File: config.mk
export PLATFORM = sky130hd
export DESIGN_NAME = uart_rx_core_flat
export DESIGN_NICKNAME = d
export VERILOG_FILES = /design/src/rtl/uart_pkg.sv /design/src/rtl/uart_rx_core_if.sv /design/src/rtl/uart_baud_tick.sv /design/src/rtl/uart_rx_core.sv /design/src/flat_wrapper.sv
export SDC_FILE = /design/constraint.sdc
export NUM_CORES = 1
export LEC_CHECK = 0
export ABC_AREA = 0
export CAP_MARGIN = 20
export CORE_ASPECT_RATIO = 1.5
export CORE_MARGIN = 2
export CORE_UTILIZATION = 56
export CTS_BUF_LIST = sky130_fd_sc_hd__clkbuf_16
export CTS_CLUSTER_DIAMETER = 150
export DETAILED_ROUTE_END_ITERATION = 8
export HOLD_SLACK_MARGIN = 0.02
export PLACE_DENSITY = 0.86
export SYNTH_ARGS = -nofsm -noshare
export SYNTH_HDL_FRONTEND = slang
export SYNTH_HIERARCHICAL = 1
export SYNTH_SLANG_ARGS = --single-unit
export TNS_END_PERCENT = 10
File: constraint.sdc
create_clock -name sys_clk -period 2.4 [get_ports sys_clk]
set_clock_uncertainty 0.05 [all_clocks]
set_input_delay 0.36 -clock sys_clk [delete_from_list [all_inputs] [get_ports sys_clk]]
set_output_delay 0.36 -clock sys_clk [all_outputs]
set_load 0.005 [all_outputs]
File: src/rtl/uart_pkg.sv
// Shared UART definitions: receive FSM states, default geometry, phase-counter width.
package uart_pkg;

  typedef enum logic [2:0] {
    UART_RX_IDLE  = 3'd0,
    UART_RX_START = 3'd1,
    UART_RX_DATA  = 3'd2,
    UART_RX_PRTY  = 3'd3,
    UART_RX_STOP  = 3'd4
  } uart_rx_state_e;

  localparam int unsigned UART_OSR_DEF    = 16;
  localparam int unsigned UART_DATA_W_DEF = 8;

  function automatic int unsigned uart_phase_w(input int unsigned osr);
    return $clog2(osr);
  endfunction

  localparam int unsigned UART_PHASE_W_DEF = uart_phase_w(UART_OSR_DEF);

endpackage

File: src/rtl/uart_rx_core_if.sv
// Register-side bundle of the UART receiver: control inputs, read/clear strobes, status.
interface uart_rx_core_if
  import uart_pkg::*;
#(
  parameter int unsigned DATA_W = UART_DATA_W_DEF
);
  logic              uart_en;
  logic [15:0]       uart_baud;
  logic              uart_prty_en;
  logic              uart_rxbuf_rd;
  logic              uart_rxpnd_clr;
  logic [DATA_W-1:0] uart_rxbuf;
  logic              uart_rx9;
  logic              uart_rxpnd;
  logic              uart_rx_ovf;
  logic              uart_rx_ferr;
  logic              uart_rx_busy;

  modport master (
    output uart_en, uart_baud, uart_prty_en, uart_rxbuf_rd, uart_rxpnd_clr,
    input  uart_rxbuf, uart_rx9, uart_rxpnd, uart_rx_ovf, uart_rx_ferr, uart_rx_busy
  );

  modport slave (
    input  uart_en, uart_baud, uart_prty_en, uart_rxbuf_rd, uart_rxpnd_clr,
    output uart_rxbuf, uart_rx9, uart_rxpnd, uart_rx_ovf, uart_rx_ferr, uart_rx_busy
  );
endinterface

File: src/rtl/uart_baud_tick.sv
// Oversample tick generator: one tick every baud+1 cycles, shared by the RX and TX paths.
module uart_baud_tick #(
  parameter int unsigned W = 16
) (
  input  logic         sys_clk,
  input  logic         sys_rstn,
  input  logic         en,
  input  logic [W-1:0] baud,
  output logic         tick
);

  logic [W-1:0] cnt;
  logic [W-1:0] lim;

  assign tick = en && (cnt == lim);

  // The limit is latched only at a wrap (or while idle) so a divisor change never truncates a period.
  always_ff @(posedge sys_clk or negedge sys_rstn) begin
    if (!sys_rstn) begin
      cnt <= '0;
      lim <= '0;
    end else if (!en || tick) begin
      cnt <= '0;
      lim <= baud;
    end else begin
      cnt <= cnt + 1'b1;
    end
  end

endmodule

File: src/rtl/uart_rx_core.sv
// UART receive path: synchronizer, oversampling FSM, receive buffer and status flags.
// Optional 2-of-3 majority sampling is selected by defining UART_RX_MAJORITY_EN.
module uart_rx_core
  import uart_pkg::*;
#(
  parameter int unsigned OSR    = UART_OSR_DEF,
  parameter int unsigned DATA_W = UART_DATA_W_DEF
) (
  input  logic           sys_clk,
  input  logic           sys_rstn,
  input  logic           uart_rx,
  uart_rx_core_if.slave  bus
);

  localparam int unsigned PH_W  = uart_phase_w(OSR);
  localparam int unsigned IDX_W = $clog2(DATA_W + 1);
  localparam logic [IDX_W-1:0] LAST_IDX = IDX_W'(DATA_W - 1);

  logic                rx_meta, rx_sync;
  logic                tick;
  uart_rx_state_e      state, state_nxt;
  logic [PH_W-1:0]     phase;
  logic [IDX_W-1:0]    bit_idx;
  logic [DATA_W-1:0]   shreg;
  logic                p_bit;
  logic                sample, at_dec, load;
  logic [DATA_W-1:0]   rxbuf;
  logic                rx9, pnd, ovf, ferr, busy;

  always_ff @(posedge sys_clk or negedge sys_rstn) begin
    if (!sys_rstn) begin
      rx_meta <= 1'b1;
      rx_sync <= 1'b1;
    end else begin
      rx_meta <= uart_rx;
      rx_sync <= rx_meta;
    end
  end

  uart_baud_tick #(.W(16)) u_tick (
    .sys_clk  (sys_clk),
    .sys_rstn (sys_rstn),
    .en       (bus.uart_en),
    .baud     (bus.uart_baud),
    .tick     (tick)
  );

`ifdef UART_RX_MAJORITY_EN
  localparam logic [PH_W-1:0] PH_DEC = PH_W'(OSR / 2 + 1);
  localparam logic [PH_W-1:0] PH_S0  = PH_W'(OSR / 2 - 1);
  localparam logic [PH_W-1:0] PH_S1  = PH_W'(OSR / 2);
  logic s0, s1;

  always_ff @(posedge sys_clk or negedge sys_rstn) begin
    if (!sys_rstn) begin
      s0 <= 1'b1;
      s1 <= 1'b1;
    end else if (tick) begin
      if (phase == PH_S0) s0 <= rx_sync;
      if (phase == PH_S1) s1 <= rx_sync;
    end
  end

  assign sample = (s0 & s1) | (s0 & rx_sync) | (s1 & rx_sync);
`else
  localparam logic [PH_W-1:0] PH_DEC = PH_W'(OSR / 2);
  assign sample = rx_sync;
`endif

  assign at_dec = tick && (phase == PH_DEC);

  always_comb begin
    state_nxt = state;
    load      = 1'b0;
    if (!bus.uart_en) begin
      state_nxt = UART_RX_IDLE;
    end else begin
      unique case (state)
        UART_RX_IDLE:  if (tick && !rx_sync) state_nxt = UART_RX_START;
        UART_RX_START: if (at_dec) state_nxt = sample ? UART_RX_IDLE : UART_RX_DATA;
        UART_RX_DATA:  if (at_dec && bit_idx == LAST_IDX)
                         state_nxt = bus.uart_prty_en ? UART_RX_PRTY : UART_RX_STOP;
        UART_RX_PRTY:  if (at_dec) state_nxt = UART_RX_STOP;
        UART_RX_STOP:  if (at_dec) begin
                         state_nxt = UART_RX_IDLE;
                         load      = 1'b1;
                       end
        default:       state_nxt = UART_RX_IDLE;
      endcase
    end
  end

  always_ff @(posedge sys_clk or negedge sys_rstn) begin
    if (!sys_rstn) begin
      state   <= UART_RX_IDLE;
      busy    <= 1'b0;
      phase   <= '0;
      bit_idx <= '0;
      shreg   <= '0;
      p_bit   <= 1'b0;
    end else begin
      state <= state_nxt;
      busy  <= (state_nxt != UART_RX_IDLE);
      if (!bus.uart_en) begin
        phase   <= '0;
        bit_idx <= '0;
      end else if (tick) begin
        // Phase is parked at 0 while idle, so the detection tick hands START a phase of 0.
        phase <= (state == UART_RX_IDLE) ? '0 : phase + 1'b1;
        if (at_dec) begin
          unique case (state)
            UART_RX_START: bit_idx <= '0;
            UART_RX_DATA: begin
              shreg   <= {sample, shreg[DATA_W-1:1]};
              bit_idx <= (bit_idx == LAST_IDX) ? '0 : bit_idx + 1'b1;
            end
            UART_RX_PRTY:  p_bit <= sample;
            default: ;
          endcase
        end
      end
    end
  end

  // Set always wins over a same-cycle clear.
  always_ff @(posedge sys_clk or negedge sys_rstn) begin
    if (!sys_rstn) begin
      rxbuf <= '0;
      rx9   <= 1'b0;
      pnd   <= 1'b0;
      ovf   <= 1'b0;
      ferr  <= 1'b0;
    end else begin
      if (load) begin
        rxbuf <= shreg;
        rx9   <= bus.uart_prty_en & p_bit;
      end
      pnd  <= load | (pnd & ~(bus.uart_rxbuf_rd | bus.uart_rxpnd_clr));
      ovf  <= (load & pnd) | (ovf & ~bus.uart_rxpnd_clr);
      ferr <= (load & ~sample) | (ferr & ~bus.uart_rxpnd_clr);
    end
  end

  assign bus.uart_rxbuf   = rxbuf;
  assign bus.uart_rx9     = rx9;
  assign bus.uart_rxpnd   = pnd;
  assign bus.uart_rx_ovf  = ovf;
  assign bus.uart_rx_ferr = ferr;
  assign bus.uart_rx_busy = busy;

endmodule

File: src/flat_wrapper.sv
// flat-port wrapper written by rule: the top's interface ports become plain ports
module uart_rx_core_flat import uart_pkg::*;
#(
  parameter int unsigned OSR    = UART_OSR_DEF,
  parameter int unsigned DATA_W = UART_DATA_W_DEF
)
  (sys_clk, sys_rstn, uart_rx, bus_uart_en, bus_uart_baud, bus_uart_prty_en, bus_uart_rxbuf_rd, bus_uart_rxpnd_clr, bus_uart_rxbuf, bus_uart_rx9, bus_uart_rxpnd, bus_uart_rx_ovf, bus_uart_rx_ferr, bus_uart_rx_busy);
  uart_rx_core_if #(.DATA_W(DATA_W)) bus_i ();
  input  logic sys_clk;
  input  logic sys_rstn;
  input  logic uart_rx;
  input wire logic [$bits(bus_i.uart_en)-1:0] bus_uart_en;
  input wire logic [$bits(bus_i.uart_baud)-1:0] bus_uart_baud;
  input wire logic [$bits(bus_i.uart_prty_en)-1:0] bus_uart_prty_en;
  input wire logic [$bits(bus_i.uart_rxbuf_rd)-1:0] bus_uart_rxbuf_rd;
  input wire logic [$bits(bus_i.uart_rxpnd_clr)-1:0] bus_uart_rxpnd_clr;
  output wire logic [$bits(bus_i.uart_rxbuf)-1:0] bus_uart_rxbuf;
  output wire logic [$bits(bus_i.uart_rx9)-1:0] bus_uart_rx9;
  output wire logic [$bits(bus_i.uart_rxpnd)-1:0] bus_uart_rxpnd;
  output wire logic [$bits(bus_i.uart_rx_ovf)-1:0] bus_uart_rx_ovf;
  output wire logic [$bits(bus_i.uart_rx_ferr)-1:0] bus_uart_rx_ferr;
  output wire logic [$bits(bus_i.uart_rx_busy)-1:0] bus_uart_rx_busy;
  assign bus_i.uart_en = bus_uart_en;
  assign bus_i.uart_baud = bus_uart_baud;
  assign bus_i.uart_prty_en = bus_uart_prty_en;
  assign bus_i.uart_rxbuf_rd = bus_uart_rxbuf_rd;
  assign bus_i.uart_rxpnd_clr = bus_uart_rxpnd_clr;
  assign bus_uart_rxbuf = bus_i.uart_rxbuf;
  assign bus_uart_rx9 = bus_i.uart_rx9;
  assign bus_uart_rxpnd = bus_i.uart_rxpnd;
  assign bus_uart_rx_ovf = bus_i.uart_rx_ovf;
  assign bus_uart_rx_ferr = bus_i.uart_rx_ferr;
  assign bus_uart_rx_busy = bus_i.uart_rx_busy;
  uart_rx_core #(.OSR(OSR), .DATA_W(DATA_W)) u_core (.sys_clk(sys_clk), .sys_rstn(sys_rstn), .uart_rx(uart_rx), .bus(bus_i));
endmodule
==> impl_metrics.csv <==
group,metric,value,unit
outcome,status,"completed",
timing,fmax,0.431,GHz
floorplan,start_util,0.585,
placed_design,port_buffers,35,
cells_and_area,num_antenna_cells,0,
hold_path,min_path_cells,0,
timing,finalMaxSlewViolations,0,
routing,drtPass1Iterations,4,
logic_synthesis,synth_ff_type,"dfrtp_1",
job,cap_viol_max_count,0,
logic_synthesis,yosysSeqAreaShare,0.522,
logic_synthesis,synth_edf_count,0,
critical_path,cp-start-kind,"register",
critical_path,path_class,"register to register",
logic_synthesis,synthTopCellsByArea,"dfrtp_1 51%, mux2_2 7.0%, xnor2_1 5.2%",
routing,drc,0,
routing,wire_per_inst,17.4,um
grt,antenna_found_initial,0,
timing,maxSlewHeadroom,0.617,
critical_path,startpoint,"u_core/u_tick/cnt[3]",
grt,grt_max_degree,46,
cts,htreeDepth,3,
logic_synthesis,synth_cell_types,44,
cells_and_area,drive_gt1_frac,0.218,
floorplan,die_h,96.8,um
cts,clkTransAtPathRegs,0.05,ns
timing,tns,0,ns
grt,grt_usage,0.228,
cts,clock_path_buffers,2,
pwr,p_per_area,711,mW/mm^2
logic_synthesis,synth_top_area_frac,0.506,
timing,post-route-period-util,0.967,
critical_path,cp.arrival,2.47,ns
routing,ant_nets,0,
logic_synthesis,syn_avg_cell_area,12.0,um^2
hold_path,hp-start,"u_core/rx_meta",
critical_path,endpoint_kind,"register",
placed_design,gp_congestion,0.863,
cts,cts_tree,"done",
grt,grt_pass1_vias,2271,
cells_and_area,fin_area,0.00401,mm^2
cells_and_area,area_delta_synth_final,24.6,%
logic_synthesis,yosys_register_bits,67,
cts,cts_root_buf,"clkbuf_16",
routing,vias_per_cell,5.74,
floorplan,core,0.00549,mm^2
routing,drt_iter0_drc,159,
critical_path,crit_fanout,7,
floorplan,io_pins,36,
logic_synthesis,ys_warn_count,6,
hold_path,hp-class,"register to register",
logic_synthesis,yosysMostFrequentCell,"dfrtp_1",
floorplan,die-area,0.00637,mm^2
floorplan,rows,33,
critical_path,timing.rr.start,"u_core/u_tick/cnt[3]",
routing,via_count,2214,
floorplan,fp.dieW,65.9,um
logic_synthesis,synthTopCellsByCount,"65 x dfrtp_1, 21 x nor2_1, 20 x mux2_2",
timing,finalSetupViolCount,0,
cells_and_area,num-nets-final,338,
critical_path,worstPathRequired,2.55,ns
timing,fin_crit,2.32,ns
grt,grt_overflow,0,
pwr,vdd_ir_drop_max,451,uV
critical_path,r2r_cells,7,
cts,insertion_delay,0.32,ns
logic_synthesis,synth_top_cell_by_area,"dfrtp_1",
grt,grt_pass1_wl,11000,um
placed_design,dp_hpwl,4310,um
logic_synthesis,synthesis.area,0.00321,mm^2
cts,cts_inserted_buffers,9,
routing,wl,6720,um
logic_synthesis,syn-instance-count,267,
logic_synthesis,syn_nets,294,
cts,clkSinkCount,67,
timing,worst_pin_slew,0.568,ns
placed_design,postPlaceCellArea,0.00364,mm^2
logic_synthesis,ys_async_sr_fraction,1.00,
timing,hold_viol_final,0,
pwr,leakage,0.00176,uW
cts,cts_setup_buffers,0,
[layout make-up]
cell class / instances / area, um^2
inverter: 11 / 41.3
fill: 358 / 1490
sequential: 67 / 1680
multi-input combinational: 178 / 1420
timing repair buffer: 44 / 440
clock inverter: 7 / 116
tap: 70 / 87.6
clock buffer: 9 / 225
[logic make-up after synthesis]
| family | synth area share |
|---|---|
| DFF | 0.522 |
| AOI/OAI and AO/OA | 0.0849 |
| adders and majority gates | 0.0156 |
| buffers and inverters | 0.0416 |
| and+or+nand+nor | 0.136 |
| xor gates and xnor gates | 0.0790 |
| muxes | 0.120 |
[worst max-delay path, stage by stage, from the launching register on]
cell and delay [ns]:
dfrtp_1 0.45, xnor2_1 0.21, nand4_1 0.20, nor2_1 0.15, and3_2 0.24, and4b_4 0.31
nand4_4 0.22, mux2_4 0.37
[metal layers]
metal,up-vias,part of all wire,track usage
li1,1026,-,-
met1,1123,0.40,0.279
met2,61,0.54,0.379
met3,4,0.044,0.0581
met4,0,0.0088,0.0881
met5,-,0,0
[final timing paths]
kind | slack (ns) | to
setup / recovery | 0.08 | u_core/bus.uart_rxbuf[3]
hold / removal | 0.31 | u_core/rx_sync
setup reg to reg | 0.08 | u_core/bus.uart_rxbuf[3]
hold reg to reg | 0.31 | u_core/rx_sync
max in group asynchronous | 1.18 | u_core/shreg[6]
min in group asynchronous | 0.51 | u_core/phase[3]
[report_power, final]
group	internal [uW]	switching [uW]	total [uW]
logic	94.4	74.3	169
registers	1160	27.5	1190
clock network	1010	474	1490
[layout by cell type, fill, tap and decap left out, drive strengths merged, types with 11 or more instances in the layout]
cell type / count
o21ai: 14
mux2: 31
inv: 11
dfrtp: 65
nor2: 21
clkdlybuf4s50: 34
xnor2: 19
nand2: 15
[per-stage QoR]
stage | setup WS [ns] | total power, uW | hold slack, ns | utilization | cells
after floorplan | 0.172 | 1290 | 0.0144 | - | 267
after global placement | 0.165 | 1370 | 0.296 | 0.663 | 368
after global routing | -0.0141 | 2950 | 0.308 | 0.729 | 386
after CTS | 0.0136 | 2870 | 0.308 | 0.727 | 385
final | 0.0789 | 2850 | 0.307 | 0.729 | 386
after detailed placement | 0.0982 | 1380 | 0.300 | 0.663 | 368
[repair_timing]
action                                  CTS  global route
hold buffers                              1             0
hold endpoints to repair                 20             0
resized for setup                         0             2
endpoints found under the setup margin    0            17
[registers in the layout, indices dropped and copies added, names as in the netlist]
register                 cells
u_core/shreg                 8
u_core/bus.uart_rx9          1
u_core/bus.uart_rxpnd        1
u_core/u_tick/lim           16
u_core/bit_idx               4
u_core/rx_meta               1
u_core/bus.uart_rx_ovf       1
u_core/state                 3
u_core/bus.uart_rxbuf        8
u_core/phase                 4
u_core/bus.uart_rx_ferr      1
u_core/bus.uart_rx_busy      1
u_core/rx_sync               1
u_core/p_bit                 1
u_core/u_tick/cnt           16
(Power assumes the default switching activity.)
